$ cat config.mk
export PLATFORM = sky130hd
export DESIGN_NAME = people_motion_ctrl
export DESIGN_NICKNAME = d
export VERILOG_FILES = /design/src/rtl/people_motion_ctrl.sv
export SDC_FILE = /design/constraint.sdc
export NUM_CORES = 1
export LEC_CHECK = 0
export ABC_AREA = 1
export CORE_UTILIZATION = 52
export CTS_CLUSTER_SIZE = 25
export DETAILED_ROUTE_END_ITERATION = 8
export GPL_TIMING_DRIVEN = 0
export HOLD_SLACK_MARGIN = 0.06
export PLACE_DENSITY_LB_ADDON = 0.3
export SLEW_MARGIN = 20
export SYNTH_ARGS = -nofsm -noshare
export SYNTH_HDL_FRONTEND = slang
export SYNTH_SLANG_ARGS = --single-unit
$ cat constraint.sdc
create_clock -name clk -period 2.2 [get_ports clk]
set_input_delay 0.33 -clock clk [delete_from_list [all_inputs] [get_ports clk]]
set_output_delay 0.33 -clock clk [all_outputs]
set_load 0.005 [all_outputs]
$ cat src/rtl/people_motion_ctrl.sv
`default_nettype none
// ============================================================================
//  Module      : people_motion_ctrl
//  Description : Movement sequencer for the player sprite. A free-running
//                counter produces a movement tick; on each tick while walking
//                the sprite box steps by STEP pixels per active axis, clamped
//                to the screen. Tracks facing direction and a 2-bit walk
//                animation frame for the sprite ROM image select.
//  Ports       : clk, rst              - clock, synchronous active-high reset
//                key_up/down_k/left/right - held WASD key levels (clk domain)
//                freeze                - suspends movement (pause)
//                people_*_border       - registered sprite box corners
//                dir                   - facing, 0 = left, 1 = right
//                frame                 - walk animation frame 0..3
//                moving                - registered "state is WALK" decode
//                tick                  - one-cycle movement tick pulse
//  Revision    : 1.0 - initial release
// ============================================================================
module people_motion_ctrl #(
   parameter int X_INIT     = 320,
   parameter int Y_INIT     = 240,
   parameter int W          = 40,
   parameter int H          = 40,
   parameter int STEP       = 2,
   parameter int X_MAX      = 639,
   parameter int Y_MAX      = 479,
   parameter int TICK_DIV   = 1_000_000,
   parameter int ANIM_TICKS = 8
) (
   input  logic       clk,
   input  logic       rst,
   input  logic       key_up,
   input  logic       key_down_k,
   input  logic       key_left,
   input  logic       key_right,
   input  logic       freeze,
   output logic [9:0] people_left_border,
   output logic [9:0] people_up_border,
   output logic [9:0] people_right_border,
   output logic [9:0] people_down_border,
   output logic       dir,
   output logic [1:0] frame,
   output logic       moving,
   output logic       tick
);

   localparam int c_TCW = (TICK_DIV > 2) ? $clog2(TICK_DIV) : 1;
   localparam int c_ACW = $clog2(ANIM_TICKS + 1);

   localparam logic [c_TCW-1:0] c_TICK_LAST = c_TCW'(TICK_DIV - 1);
   localparam logic [c_TCW-1:0] c_TICK_PRE  = c_TCW'(TICK_DIV - 2);
   localparam logic [c_ACW-1:0] c_ANIM_LAST = c_ACW'(ANIM_TICKS - 1);

   // 11-bit working width so that +STEP near the bottom/right edge cannot wrap
   localparam logic [10:0] c_STEP = 11'(STEP);
   localparam logic [10:0] c_X_HI = 11'(X_MAX - W + 1);  // largest legal left
   localparam logic [10:0] c_Y_HI = 11'(Y_MAX - H + 1);  // largest legal up
   localparam logic [10:0] c_W_M1 = 11'(W - 1);
   localparam logic [10:0] c_H_M1 = 11'(H - 1);

   localparam logic [9:0] c_X_INIT   = 10'(X_INIT);
   localparam logic [9:0] c_Y_INIT   = 10'(Y_INIT);
   localparam logic [9:0] c_X_INIT_R = 10'(X_INIT + W - 1);
   localparam logic [9:0] c_Y_INIT_D = 10'(Y_INIT + H - 1);

   typedef enum logic [1:0] {
      S_IDLE   = 2'd0,
      S_WALK   = 2'd1,
      S_FROZEN = 2'd2
   } state_t;

   state_t           r_state;
   logic [c_TCW-1:0] r_tick_cnt;
   logic [c_ACW-1:0] r_anim_cnt;
   logic             r_tick;
   logic             r_moving;
   logic             r_dir;
   logic [1:0]       r_frame;
   logic [9:0]       r_left;
   logic [9:0]       r_up;
   logic [9:0]       r_right;
   logic [9:0]       r_down;

   logic             w_h;
   logic             w_v;
   logic             w_any;
   logic [10:0]      w_left_ext;
   logic [10:0]      w_up_ext;
   logic [9:0]       w_left_nxt;
   logic [9:0]       w_up_nxt;

   // Opposite keys held together cancel out on that axis
   assign w_h        = key_left ^ key_right;
   assign w_v        = key_up ^ key_down_k;
   assign w_any      = w_h | w_v;
   assign w_left_ext = {1'b0, r_left};
   assign w_up_ext   = {1'b0, r_up};

   // Candidate top-left corner for a walk tick, clamped to the screen
   always_comb begin
      w_left_nxt = r_left;
      w_up_nxt   = r_up;
      if (w_h) begin
         if (key_left)
            w_left_nxt = (w_left_ext >= c_STEP) ? 10'(w_left_ext - c_STEP) : '0;
         else
            w_left_nxt = (w_left_ext + c_STEP <= c_X_HI) ? 10'(w_left_ext + c_STEP)
                                                        : 10'(c_X_HI);
      end
      if (w_v) begin
         if (key_up)
            w_up_nxt = (w_up_ext >= c_STEP) ? 10'(w_up_ext - c_STEP) : '0;
         else
            w_up_nxt = (w_up_ext + c_STEP <= c_Y_HI) ? 10'(w_up_ext + c_STEP)
                                                    : 10'(c_Y_HI);
      end
   end

   always_ff @(posedge clk) begin
      if (rst) begin
         r_state    <= S_IDLE;
         r_tick_cnt <= '0;
         r_tick     <= 1'b0;
         r_anim_cnt <= '0;
         r_moving   <= 1'b0;
         r_dir      <= 1'b0;
         r_frame    <= 2'd0;
         r_left     <= c_X_INIT;
         r_up       <= c_Y_INIT;
         r_right    <= c_X_INIT_R;
         r_down     <= c_Y_INIT_D;
      end else begin
         r_tick_cnt <= (r_tick_cnt == c_TICK_LAST) ? '0 : r_tick_cnt + 1'b1;
         // Registered pulse, aligned with the cycle where the count is last
         r_tick     <= (r_tick_cnt == c_TICK_PRE);
         r_moving   <= (r_state == S_WALK);

         if (freeze) begin
            // Freeze wins, including over a tick in this same cycle
            r_state <= S_FROZEN;
         end else begin
            case (r_state)
               S_FROZEN: begin
                  r_state    <= S_IDLE;
                  r_anim_cnt <= '0;
                  r_frame    <= 2'd0;
               end
               S_IDLE: begin
                  if (w_any)
                     r_state <= S_WALK;
               end
               S_WALK: begin
                  if (!w_any) begin
                     r_state    <= S_IDLE;
                     r_anim_cnt <= '0;
                     r_frame    <= 2'd0;
                  end else if (r_tick) begin
                     r_left  <= w_left_nxt;
                     r_up    <= w_up_nxt;
                     r_right <= 10'({1'b0, w_left_nxt} + c_W_M1);
                     r_down  <= 10'({1'b0, w_up_nxt} + c_H_M1);
                     if (w_h)
                        r_dir <= key_right;
                     // Animation advances even when clamping leaves the box still
                     if (r_anim_cnt == c_ANIM_LAST) begin
                        r_anim_cnt <= '0;
                        r_frame    <= r_frame + 2'd1;
                     end else begin
                        r_anim_cnt <= r_anim_cnt + 1'b1;
                     end
                  end
               end
               default: r_state <= S_IDLE;
            endcase
         end
      end
   end

   assign people_left_border  = r_left;
   assign people_up_border    = r_up;
   assign people_right_border = r_right;
   assign people_down_border  = r_down;
   assign dir                 = r_dir;
   assign frame               = r_frame;
   assign moving              = r_moving;
   assign tick                = r_tick;

endmodule
`default_nettype wire

* Yosys cells after proc, flatten, opt, wreduce, memory -nomap -nowiden
Cells that the tools add are included.
Widths: inputs -> output; s select.
** Operators by class
- Add/sub/neg operators :: 9
- Order comparisons :: 4
- Eq/ne operators :: 11
- Muxes and demuxes :: 20
- Bitwise gates (word level) :: 4
- Reductions and logical operators :: 10
** Operators with widths (count)
- $mux 10 :: 8
- $eq 20x20->1 const B :: 2
- $add 10x2->11 const B :: 2
- $add 10x6->10 const B :: 2
- $add 20x1->20 const B :: 1
- $ge 10x2->1 const B :: 2
- $sub 10x2->10 const B :: 2
- $mux 2 :: 6
- $mux 4 :: 3
- $le 11x10->1 const B :: 1
- $le 11x9->1 const B :: 1
- $ne 3x3->1 const B :: 3
- $pmux 2 s2 :: 2
- $pmux 4 s2 :: 1
- $reduce_and 4->1 :: 2
- $reduce_and 5->1 :: 1
- $add 4x1->4 const B :: 1
- $eq 4x3->1 const B :: 1
- $ne 2x2->1 const B :: 2
- $reduce_and 2->1 :: 2
- $reduce_or 2->1 :: 2
- $ne 3x2->1 const B :: 1
- $reduce_and 3->1 :: 1
- $add 2x1->2 const B :: 1
- other kinds (7) :: 8
** Word-level totals
- Register bits after elaboration :: 71
- Input port bits :: 7
- Output and inout port bits :: 45
- Logic and storage cells :: 70

* Logic depth before layout (Yosys ltp)
Gate-level depths: netlist (run 1).
- Depth after elaboration :: 6
- Mapped depth :: 22
- Depth with buffers taken out :: 22

* Least setup slack after synthesis (run 1)
OpenSTA, ideal clock, no wires.
- Path kind :: register to register
- Start :: register r_up[1], in the netlist people_up_border[1]
- End :: register r_down[6], in the netlist people_down_border[6]
- Setup time :: 128 ps
- Arrival :: 2302 ps
- Slack :: -230 ps
- Cell stages (with the launch flop) :: 20
- Path buffers :: 1
- Clock period less this slack :: 2430 ps
- Path through :: dfxtp_1 -> buf_2 -> inv_1 -> ha_1 -> inv_1 -> nand3_1 -> nand2_1 -> nor2_1 -> nand2_1 -> nand2_1 -> nand3_2 -> nand3_2 -> nand2_1 -> a21oi_2 -> ha_1 -> nand2_1 -> nand2_1 -> nand2_1 -> xor2_1 -> a21oi_1
** Between the ends
- Cells in the longest elaborated chain, start to end :: 6
** Ends and longest elaborated chain
- start, declared :: line 80 : logic [9:0] r_up;
- start signal, assigned :: line 129 : r_up <= c_Y_INIT;
- start signal, assigned :: line 159 : r_up <= w_up_nxt;
- $add 10x2->11 :: line 114 : w_up_nxt = (w_up_ext + c_STEP <= c_Y_HI) ? 10'(w_up_ext + c_STEP)
- $le 11x9->1 :: line 114
- $mux 10 :: line 114
- $mux 10 :: line 111 : if (key_up)
- $mux 10 (*) :: line 110 : if (w_v) begin
- $add 10x6->10 (*) :: line 161 : r_down <= 10'({1'b0, w_up_nxt} + c_H_M1);
- end signal, assigned :: line 131 : r_down <= c_Y_INIT_D;
- end signal, assigned :: line 161
- end, declared :: line 82 : logic [9:0] r_down;
Mark *: on every way between the ends. The rest lies on a longest branch, timed or not.
A chain may end at the register's enable or synchronous reset.

* Worst setup path after layout (run 1)
- Start :: register r_up[1], in the netlist people_up_border[1]
- End :: register r_down[2], in the netlist people_down_border[2]
Same word-level chain as after synthesis.

==> results of run 1 <==
-- per-stage QoR --
stage | cell area, um2 | setup slack [ns] | hold WS (ns) | cells
finish | 6440 | -0.344 | 0.464 | 923
global route | 6440 | -0.506 | 0.495 | 923
CTS | 5950 | -0.139 | 0.464 | 897
detailed placement | 5300 | -0.704 | 0.452 | 850
global placement | 5300 | -0.675 | 0.443 | 850
floorplan | 4660 | -0.0637 | 0.430 | 691
-- registers in the layout, indices dropped and copies added, names as in the netlist --
signal	count
dir	1
frame	2
moving	1
people_down_border	10
people_left_border	10
people_right_border	10
people_up_border	10
r_anim_cnt	4
r_state	2
r_tick_cnt	20
tick	1
-- layout by cell type (no fill, tap or decap), types with 30 or more instances in the layout --
| master | instances |
|---|---|
| nand2_1 | 106 |
| inv_1 | 79 |
| nor2_1 | 64 |
| dfxtp_1 | 64 |
| clkdlybuf4s50_1 | 50 |
| a21oi_1 | 48 |
| buf_4 | 47 |
| nand2_2 | 35 |
| o21ai_0 | 32 |
| nand3_1 | 30 |
-- final timing paths --
path,startpoint,to,slack (ns),cells after the start
max,people_up_border[1],people_down_border[2],-0.34,19
max reg2reg,people_up_border[1],people_down_border[2],-0.34,19
min reg2reg,r_tick_cnt[14],r_tick_cnt[14],0.46,2
min,r_tick_cnt[14],r_tick_cnt[14],0.46,2
-- area by class of cell --
type | count | area share [%]
buffer | 24 | 2.52
clock buffer | 12 | 2.43
clock inverter | 4 | 0.447
inverter | 98 | 5.94
multi-input combinational | 498 | 48.9
sequential | 71 | 22.4
tap | 108 | 2.10
timing repair buffer | 108 | 15.3
-- metal layers --
layer | vias up | track usage [%] | wire (um)
li1 | 2503 | - | -
met1 | 2448 | 37.6 | 5900
met2 | 323 | 49.9 | 7320
met3 | 70 | 5.21 | 1410
met4 | 0 | 10.3 | 554
met5 | - | 0 | 0
-- worst min-delay path: cells and delay by family, from the launching register on --
| family | cells | cell delay, ns |
|---|---|---|
| AOI/OAI and AO/OA | 1 | 0.05 |
| DFF | 1 | 0.32 |
| and+or+nand+nor | 1 | 0.06 |
-- cells by family (layout without fill, tap and decap cells) --
| kind of cell | Yosys count | in the layout | synth area share, % |
|---|---|---|---|
| buffers and inverters | 122 | 246 | 10.7 |
| AND/OR/NAND/NOR | 332 | 332 | 33.6 |
| AO/OA/AOI/OAI | 131 | 131 | 17.2 |
| XOR/XNOR | 22 | 22 | 4.17 |
| flip-flops | 71 | 71 | 30.8 |
| adder cells (fa/ha/maj) | 13 | 13 | 3.52 |
-- what timing repair did --
| action | 4_1_cts | 5_1_grt |
|---|---|---|
| hold endpoints to repair | 0 | 0 |
| pin swaps | 23 | 52 |
| endpoints found under the setup margin | 43 | 46 |
| resized for setup | 70 | 84 |
| setup buffers | 31 | 27 |
-- power by group --
part | switching, mW | internal, mW
Clock | 0.524 | 0.481
Combinational | 0.273 | 0.171
Sequential | 0.00885 | 1.29
==> impl_metrics.yaml, run 1 <==
synthesis:
  synth.largest_area_cell: "dfxtp_1"
  ys_top_cells_by_count: "142 x nand2_1, 90 x inv_1, 78 x nor2_1"
  avgSynthCellArea_um2: 6.68
  synth_edf_count: 0
  seq_area_frac_synth_pct: 30.8
  synth_most_common_cell: "nand2_1"
  synth_cell_type_count: 48
  synth_area_leaders: "dfxtp_1 31%, nand2_1 12%, inv_1 7.3%"
  synth_nets: 711
  ys_ff_latch: 71
  synth_flop_cell: "dfxtp_1"
  synth-async-reset-ratio_pct: 0
  synth_top_area_share_pct: 30.8
  yosys_warnings: 0
  syn-cell-area_um2: 4620
  syn_inst: 691
drt:
  via_count: 5344
  wl_per_cell_um: 16.4
  viasPerCell: 5.79
  drt_iter0_drc: 518
  detail-route-antenna-nets: 0
  drt-pass1-iter-count: 6
  wl_um: 15200
  drc: 0
clock_tree:
  path_clk_slew_ns: 0.08
  cts_root_buffer: "clkbuf_8"
  cts.sinks: 71
  ctsHoldBuffers: 0
  clock_latency_ns: 0.36
  clock_path_buffers: 2
  cts_tree: "built"
  ctsHtreeMaxLevel: 3
  cts_made_buffers: 9
power_and_ir_drop:
  power_mw: 2.75
  ir_worst_vdd_mv: 0.373
  power.leakage_nw: 2.74
  powerDensity_nw_per_um2: 426
floorplan:
  die-height_um: 96.2
  die_area_um2: 9260
  die_w_um: 96.2
  core_um2: 8640
  rows: 34
  floorplan.initialDensity_pct: 53.4
  io_pins: 52
layout:
  multi_input_area_um2: 3150
  area_delta_synth_final_pct: 39.6
  num_antenna_cells: 0
  drive_above_1_share_pct: 28.8
  seq_area_um2: 1440
  nNetsFinal: 830
  fin_util_pct: 74.6
  n_fill_cell: 622
critical_path:
  critPathCaptureType: "flip-flop"
  critPathBufInv: 5
  path_delay_family: "simple AND/OR/NAND/NOR gates"
  critPathMostFrequentCell: "nand2_1"
  critical_path_class: "reg2reg"
  start_kind: "flip-flop"
  cp_data_required_time_ns: 2.45
  crit_slowest_cell: "dfxtp_4"
  crit_chain: "buf_8 -> inv_6 -> ha_4 -> inv_4 -> nand3_2 -> nand2_1 -> nor2_1 -> nand2_1 -> nand2_2 -> nand3_4 -> nand3_4 -> nand2_2 -> a21oi_2 -> ha_2 -> buf_4 -> buf_4 -> nor2_1 -> o21ai_0 -> nand2_1"
  worstPathArrival_ns: 2.80
  cp_slowest_stage_delay_ns: 0.39
  path_max_fanout: 4
timing:
  tightest_slew_ns: 0.632
  setup_tns_ns: -3.92
  finalCritPeriodShare_pct: 116
  timing.fmax_ghz: 0.393
  rsz0062_at_grt: "true"
  setup_viol_count_final: 25
  min_period_ns: 2.54
  slew_headroom_pct: 57.6
  fin_ws_ns: -0.344
  hold_viol_final: 0
  fin_skew_ns: 0.00785
  drv_slew: 0
run_status:
  status: "finished with violations"
  violations: "negative setup slack"
global_routing:
  grt_max_degree: 14
  antenna_found_initial: 0
  grt_pass1_wl_um: 20800
  grt_use_total_pct: 29.6
  grt_overflow: 0
  grt_pass1_vias: 4440
placement:
  portBuffers: 51
  dpl.hpwl_um: 9250
  routabilityCongestion: 0.966
min_path:
  min_path_type: "reg2reg"
run:
  maxCapViolCount: 0
No activity file was read; power rests on OpenSTA's default activity.
==> run 2: changes to the inputs <==
- CORE_UTILIZATION: 52 -> 60
- GPL_TIMING_DRIVEN: 0 -> default
- clock period: 2.2 -> 3.21 ns (I/O delays scaled with it)
==> run 2 against run 1 <==
Against the previous run:
- the flow now finishes without violations
- register-to-register slack improved by 0.71 ns
- setup slack improved by 0.71 ns
- wire length is 23% lower
- clock power decreased by 19%
- combinational power fell by 56%
- design area fell by 16%
- critical endpoint is now people_right_border[8]
- largest power group unchanged
- highest routed layer unchanged
==> impl_metrics.yaml, run 2 (synthesis results as in run 1) <==
timing:
  rsz0062_at_grt: "false"
  timing.fmax_ghz: 0.352
  fin_skew_ns: 0.00573
  finalCritPeriodShare_pct: 88.5
  hold_viol_final: 0
  holdWs_ns: 0.459
  fin_ws_ns: 0.369
  drv_slew: 0
  setup_tns_ns: 0
  min_period_ns: 2.84
  setup_viol_count_final: 0
  tightest_slew_ns: 0.576
  slew_headroom_pct: 61.6
layout:
  largest_reg_flops: 20
  max_flop_register: "r_tick_cnt"
  mostFrequentLayoutCell: "nand2_1"
  num_antenna_cells: 0
  area_delta_synth_final_pct: 17.3
  layoutNonFillerInstCount: 842
  nNetsFinal: 758
  drive_above_1_share_pct: 10.1
  fin_util_pct: 73.9
  layout_common_cells: "142 x nand2_1, 90 x inv_1, 77 x nor2_1"
  postLayoutCellArea_um2: 5420
drt:
  detail-route-antenna-nets: 0
  wl_per_cell_um: 13.8
  drt_iter0_drc: 248
  wl_um: 11600
  drt-pass1-iter-count: 5
  via_count: 4591
  viasPerCell: 5.45
  drc: 0
power_and_ir_drop:
  ir_worst_vdd_mv: 0.303
  seq_power_share_pct: 47.1
  power.leakage_nw: 2.31
  power_mw: 1.90
  pwr-share-comb_pct: 10.4
  switching_share_pct: 26.1
  internal_power_mw: 1.40
  powerDensity_nw_per_um2: 350
  switchingPower_mw: 0.496
  clkPwrFrac_pct: 42.4
clock_tree:
  cts_tree: "built"
  clock_latency_ns: 0.35
  path_clk_slew_ns: 0.08
  cts_made_buffers: 9
  ctsHtreeMaxLevel: 3
  cts_root_buffer: "clkbuf_8"
  cts_setup_buffers: 0
  cts.sinks: 71
  cts_resized: 0
  ctsHoldBuffers: 0
  clock_path_buffers: 2
floorplan:
  rows: 31
  die_w_um: 89.7
  die-height_um: 89.7
  core_um2: 7330
  floorplan.initialDensity_pct: 63.0
  die_area_um2: 8050
  io_pins: 52
critical_path:
  r2r-start: "people_left_border[2]"
  path_delay_family: "simple AND/OR/NAND/NOR gates"
  start_kind: "flip-flop"
  r2r_cells: 19
  crit_slowest_cell: "dfxtp_1"
  path_max_fanout: 8
  rrSetupSlack_ns: 0.37
  cp_slowest_stage_delay_ns: 0.57
  crit_chain: "inv_1 -> ha_1 -> nor2_1 -> nor2_1 -> nand2_1 -> nand2_1 -> nand2_1 -> nand2_2 -> nand2_4 -> nand2_4 -> nand2_4 -> o21ai_4 -> ha_1 -> nand2_1 -> nand3_1 -> a21oi_1 -> inv_1 -> nand2_1 -> nand3_1"
  critPathCaptureType: "flip-flop"
  cp_data_required_time_ns: 3.46
  critPathBufInv: 2
  critPathMostFrequentCell: "nand2_1"
  rr_endpoint: "people_right_border[8]"
  worstPathArrival_ns: 3.09
  critical_path_class: "reg2reg"
placement:
  place_ws_ns: 0.187
  dpl.hpwl_um: 8520
  portBuffers: 51
  routabilityCongestion: 0.904
  placed_cells: 826
  placed_cell_area_um2: 5190
global_routing:
  grt_pass1_wl_um: 19400
  grt_use_total_pct: 29.3
  antenna_found_initial: 0
  grt_overflow: 0
  grt_pass1_vias: 4204
  grt_max_degree: 42
min_path:
  min_path_type: "reg2reg"
  hp-start: "r_tick_cnt[14]"
  hold_depth: 2
  worstHoldEndpoint: "r_tick_cnt[14]"
run:
  maxCapViolCount: 0
run_status:
  status: "finished clean"
==> run 2: worst max-delay path by stage <==
stage,start,to,slack (ns),cells after the start
2_1_floorplan,people_up_border[1],people_down_border[6],0.78,19
3_3_place_gp,key_up,people_down_border[4],0.33,12
3_5_place_dp,key_up,people_down_border[4],0.19,12
4_1_cts,people_up_border[2],people_down_border[6],0.45,18
5_1_grt,people_left_border[2],people_right_border[8],0.1,19
6_report,people_left_border[2],people_right_border[8],0.37,19
==> run 2: per-layer routing <==
layer  up-vias  track usage [%]  share of wire [%]
li1       2345                -                  -
met2       135             45.8                 46
met3        13             4.99                5.1
met5         -                0                  0
met1      2098             40.7                 47
met4         0             10.1                1.6
==> run 2: worst min-delay path, delay by kind of cell (launching register included) <==
kind,cells,cell delay (ns)
AND/OR/NAND/NOR,1,0.06
flip-flops,1,0.31
AO/OA/AOI/OAI,1,0.05
==> run 2: cell type report <==
| type | instances | area, um2 |
|---|---|---|
| multi-input combinational | 498 | 2700 |
| fill | 581 | 1920 |
| sequential | 71 | 1420 |
| timing repair buffer | 60 | 578 |
| inverter | 98 | 368 |
| clock buffer | 10 | 128 |
| tap | 99 | 124 |
| clock inverter | 6 | 93.8 |
==> run 2: power by group through the flow <==
stage | registers, mW | clock network [mW] | logic (mW)
floorplan | 0.913 | 0 | 0.142
global placement | 0.914 | 0 | 0.188
detailed placement | 0.914 | 0 | 0.192
CTS | 0.893 | 0.811 | 0.194
global route | 0.894 | 0.846 | 0.219
finish | 0.893 | 0.805 | 0.198
==> run 3: changes to the inputs <==
- CORE_ASPECT_RATIO: default -> 1.5
==> run 3 against run 2 <==
Against the previous run:
- sequential power hardly changed
- critical path depth is 1 lower
- setup slack worse by 0.028 ns
- utilization is 0.25 points lower
- register-to-register slack worse by 0.03 ns
- critical endpoint is now people_down_border[6]
- largest cell class unchanged
==> impl_metrics.yaml, run 3 (synthesis results as in run 1) <==
power_and_ir_drop:
  power.leakage_nw: 2.31
  ir_worst_vdd_mv: 0.330
  powerDensity_nw_per_um2: 335
clock_tree:
  cts_made_buffers: 9
  cts.sinks: 71
  cts_root_buffer: "clkbuf_8"
  clock_path_buffers: 2
  cts_resized: 0
  path_clk_slew_ns: 0.07
  ctsHoldBuffers: 0
  clock_latency_ns: 0.35
  ctsHtreeMaxLevel: 3
  cts_tree: "built"
  cts_setup_buffers: 0
layout:
  max_flop_register: "r_tick_cnt"
  layout_common_cells: "142 x nand2_1, 90 x inv_1, 77 x nor2_1"
  area_delta_synth_final_pct: 16.8
  largest_reg_flops: 20
  mostFrequentLayoutCell: "nand2_1"
  drive_above_1_share_pct: 10.2
  num_antenna_cells: 0
  n_fill_cell: 664
  nNetsFinal: 758
min_path:
  hold_depth: 2
  worstHoldEndpoint: "r_tick_cnt[19]"
  hp-start: "r_tick_cnt[19]"
  min_path_type: "reg2reg"
floorplan:
  rows: 38
  io_pins: 52
  core_um2: 7320
  floorplan.initialDensity_pct: 63.0
  die-height_um: 109
  die_w_um: 73.6
  die_area_um2: 8050
timing:
  min_period_ns: 2.87
  setup_tns_ns: 0
  holdWs_ns: 0.465
  finalCritPeriodShare_pct: 89.4
  timing.fmax_ghz: 0.348
  drv_slew: 0
  setup_viol_count_final: 0
  slew_headroom_pct: 31.4
  fin_ws_ns: 0.340
  hold_viol_final: 0
  rsz0062_at_grt: "false"
  fin_skew_ns: 0.00886
  tightest_slew_ns: 1.02
critical_path:
  path_max_fanout: 9
  worstPathArrival_ns: 3.09
  cp_data_required_time_ns: 3.44
  critPathCaptureType: "flip-flop"
  rr_endpoint: "people_down_border[6]"
  start_kind: "flip-flop"
  rrSetupSlack_ns: 0.34
  r2r-start: "people_up_border[1]"
  r2r_cells: 18
  critical_path_class: "reg2reg"
drt:
  detail-route-antenna-nets: 0
  drt-pass1-iter-count: 4
  drt_iter0_drc: 292
  wl_um: 11900
  viasPerCell: 5.52
  wl_per_cell_um: 14.1
  wl_met1_um: 4670
  via_count: 4656
  drc: 0
  dr_wl_met3_um: 414
  met2_length_um: 6240
  top_layer_used: "met4"
placement:
  portBuffers: 51
  dpl.hpwl_um: 9160
  routabilityCongestion: 0.933
  place_ws_ns: 0.197
global_routing:
  grt_max_degree: 42
  antenna_found_initial: 0
  grt_pass1_vias: 4338
  grt_use_total_pct: 30.9
  grt_pass1_wl_um: 19100
  grt_overflow: 0
run_status:
  status: "finished clean"
run:
  maxCapViolCount: 0
==> run 3: cell types whose count changed in the layout (fill, tap and decap cells not counted) <==
cell        previous run  this run
clkinv_2               0         3
inv_6                  1         2
bufinv_16              2         1
clkinv_4               2         1
clkbuf_1               1         0
clkinvlp_4             1         0
==> run 3: how the worst max path moves through the flow <==
stage,from,endpoint,cells past startpoint
floorplan,people_up_border[1],people_down_border[6],19
global placement,key_up,people_down_border[4],12
detailed placement,key_up,people_down_border[4],12
CTS,people_up_border[1],people_down_border[6],18
global route,people_up_border[1],people_down_border[8],19
finish,people_up_border[1],people_down_border[6],18
==> run 3: per-layer routing <==
layer,track usage (%),up-vias
li1,-,2349
met5,0,-
met1,32.5,2124
met3,3.76,43
met2,56.4,140
met4,20.1,0
==> run 3: cell type report <==
cell class | count | area (um2) | area share, %
flip-flops and latches | 71 | 1420 | 26.4
clock inverters | 7 | 71.3 | 1.32
well taps | 100 | 125 | 2.32
clock buffers | 9 | 124 | 2.30
repair buffers | 60 | 578 | 10.7
inverters | 98 | 368 | 6.82
multi-input cells | 498 | 2700 | 50.1
==> run 3: stage by stage <==
stage / std cells / instance area [um2] / total power [mW] / util (%)
5_1_grt: 843 / 5390 / 1.88 / 73.6
6_report: 843 / 5390 / 1.81 / 73.6
2_1_floorplan: 691 / 4620 / 1.06 / -
3_3_place_gp: 827 / 5190 / 1.10 / 71.0
3_5_place_dp: 827 / 5190 / 1.11 / 71.0
4_1_cts: 843 / 5390 / 1.81 / 73.6
==> run 3: critical path, stage by stage (launching register included) <==
cell	delay, ns
dfxtp_1	0.56
inv_1	0.17
ha_1	0.33
inv_1	0.05
nand3_1	0.07
nand2_1	0.05
nor2_1	0.11
nand2_1	0.06
nand2_1	0.06
nand3_2	0.10
nand3_2	0.14
nand2_1	0.08
a21oi_2	0.20
ha_1	0.21
nand2_1	0.08
nand2_1	0.12
nand2_1	0.09
xor2_1	0.16
a21oi_1	0.08
==> run 3: power by group <==
part           leakage [nW]  switching (mW)  total, mW  internal (mW)
Sequential            0.574         0.00623      0.894          0.888
Clock                 0.104           0.350      0.711          0.361
Combinational          1.63           0.131      0.200         0.0688
Total                  2.31           0.487       1.81           1.32
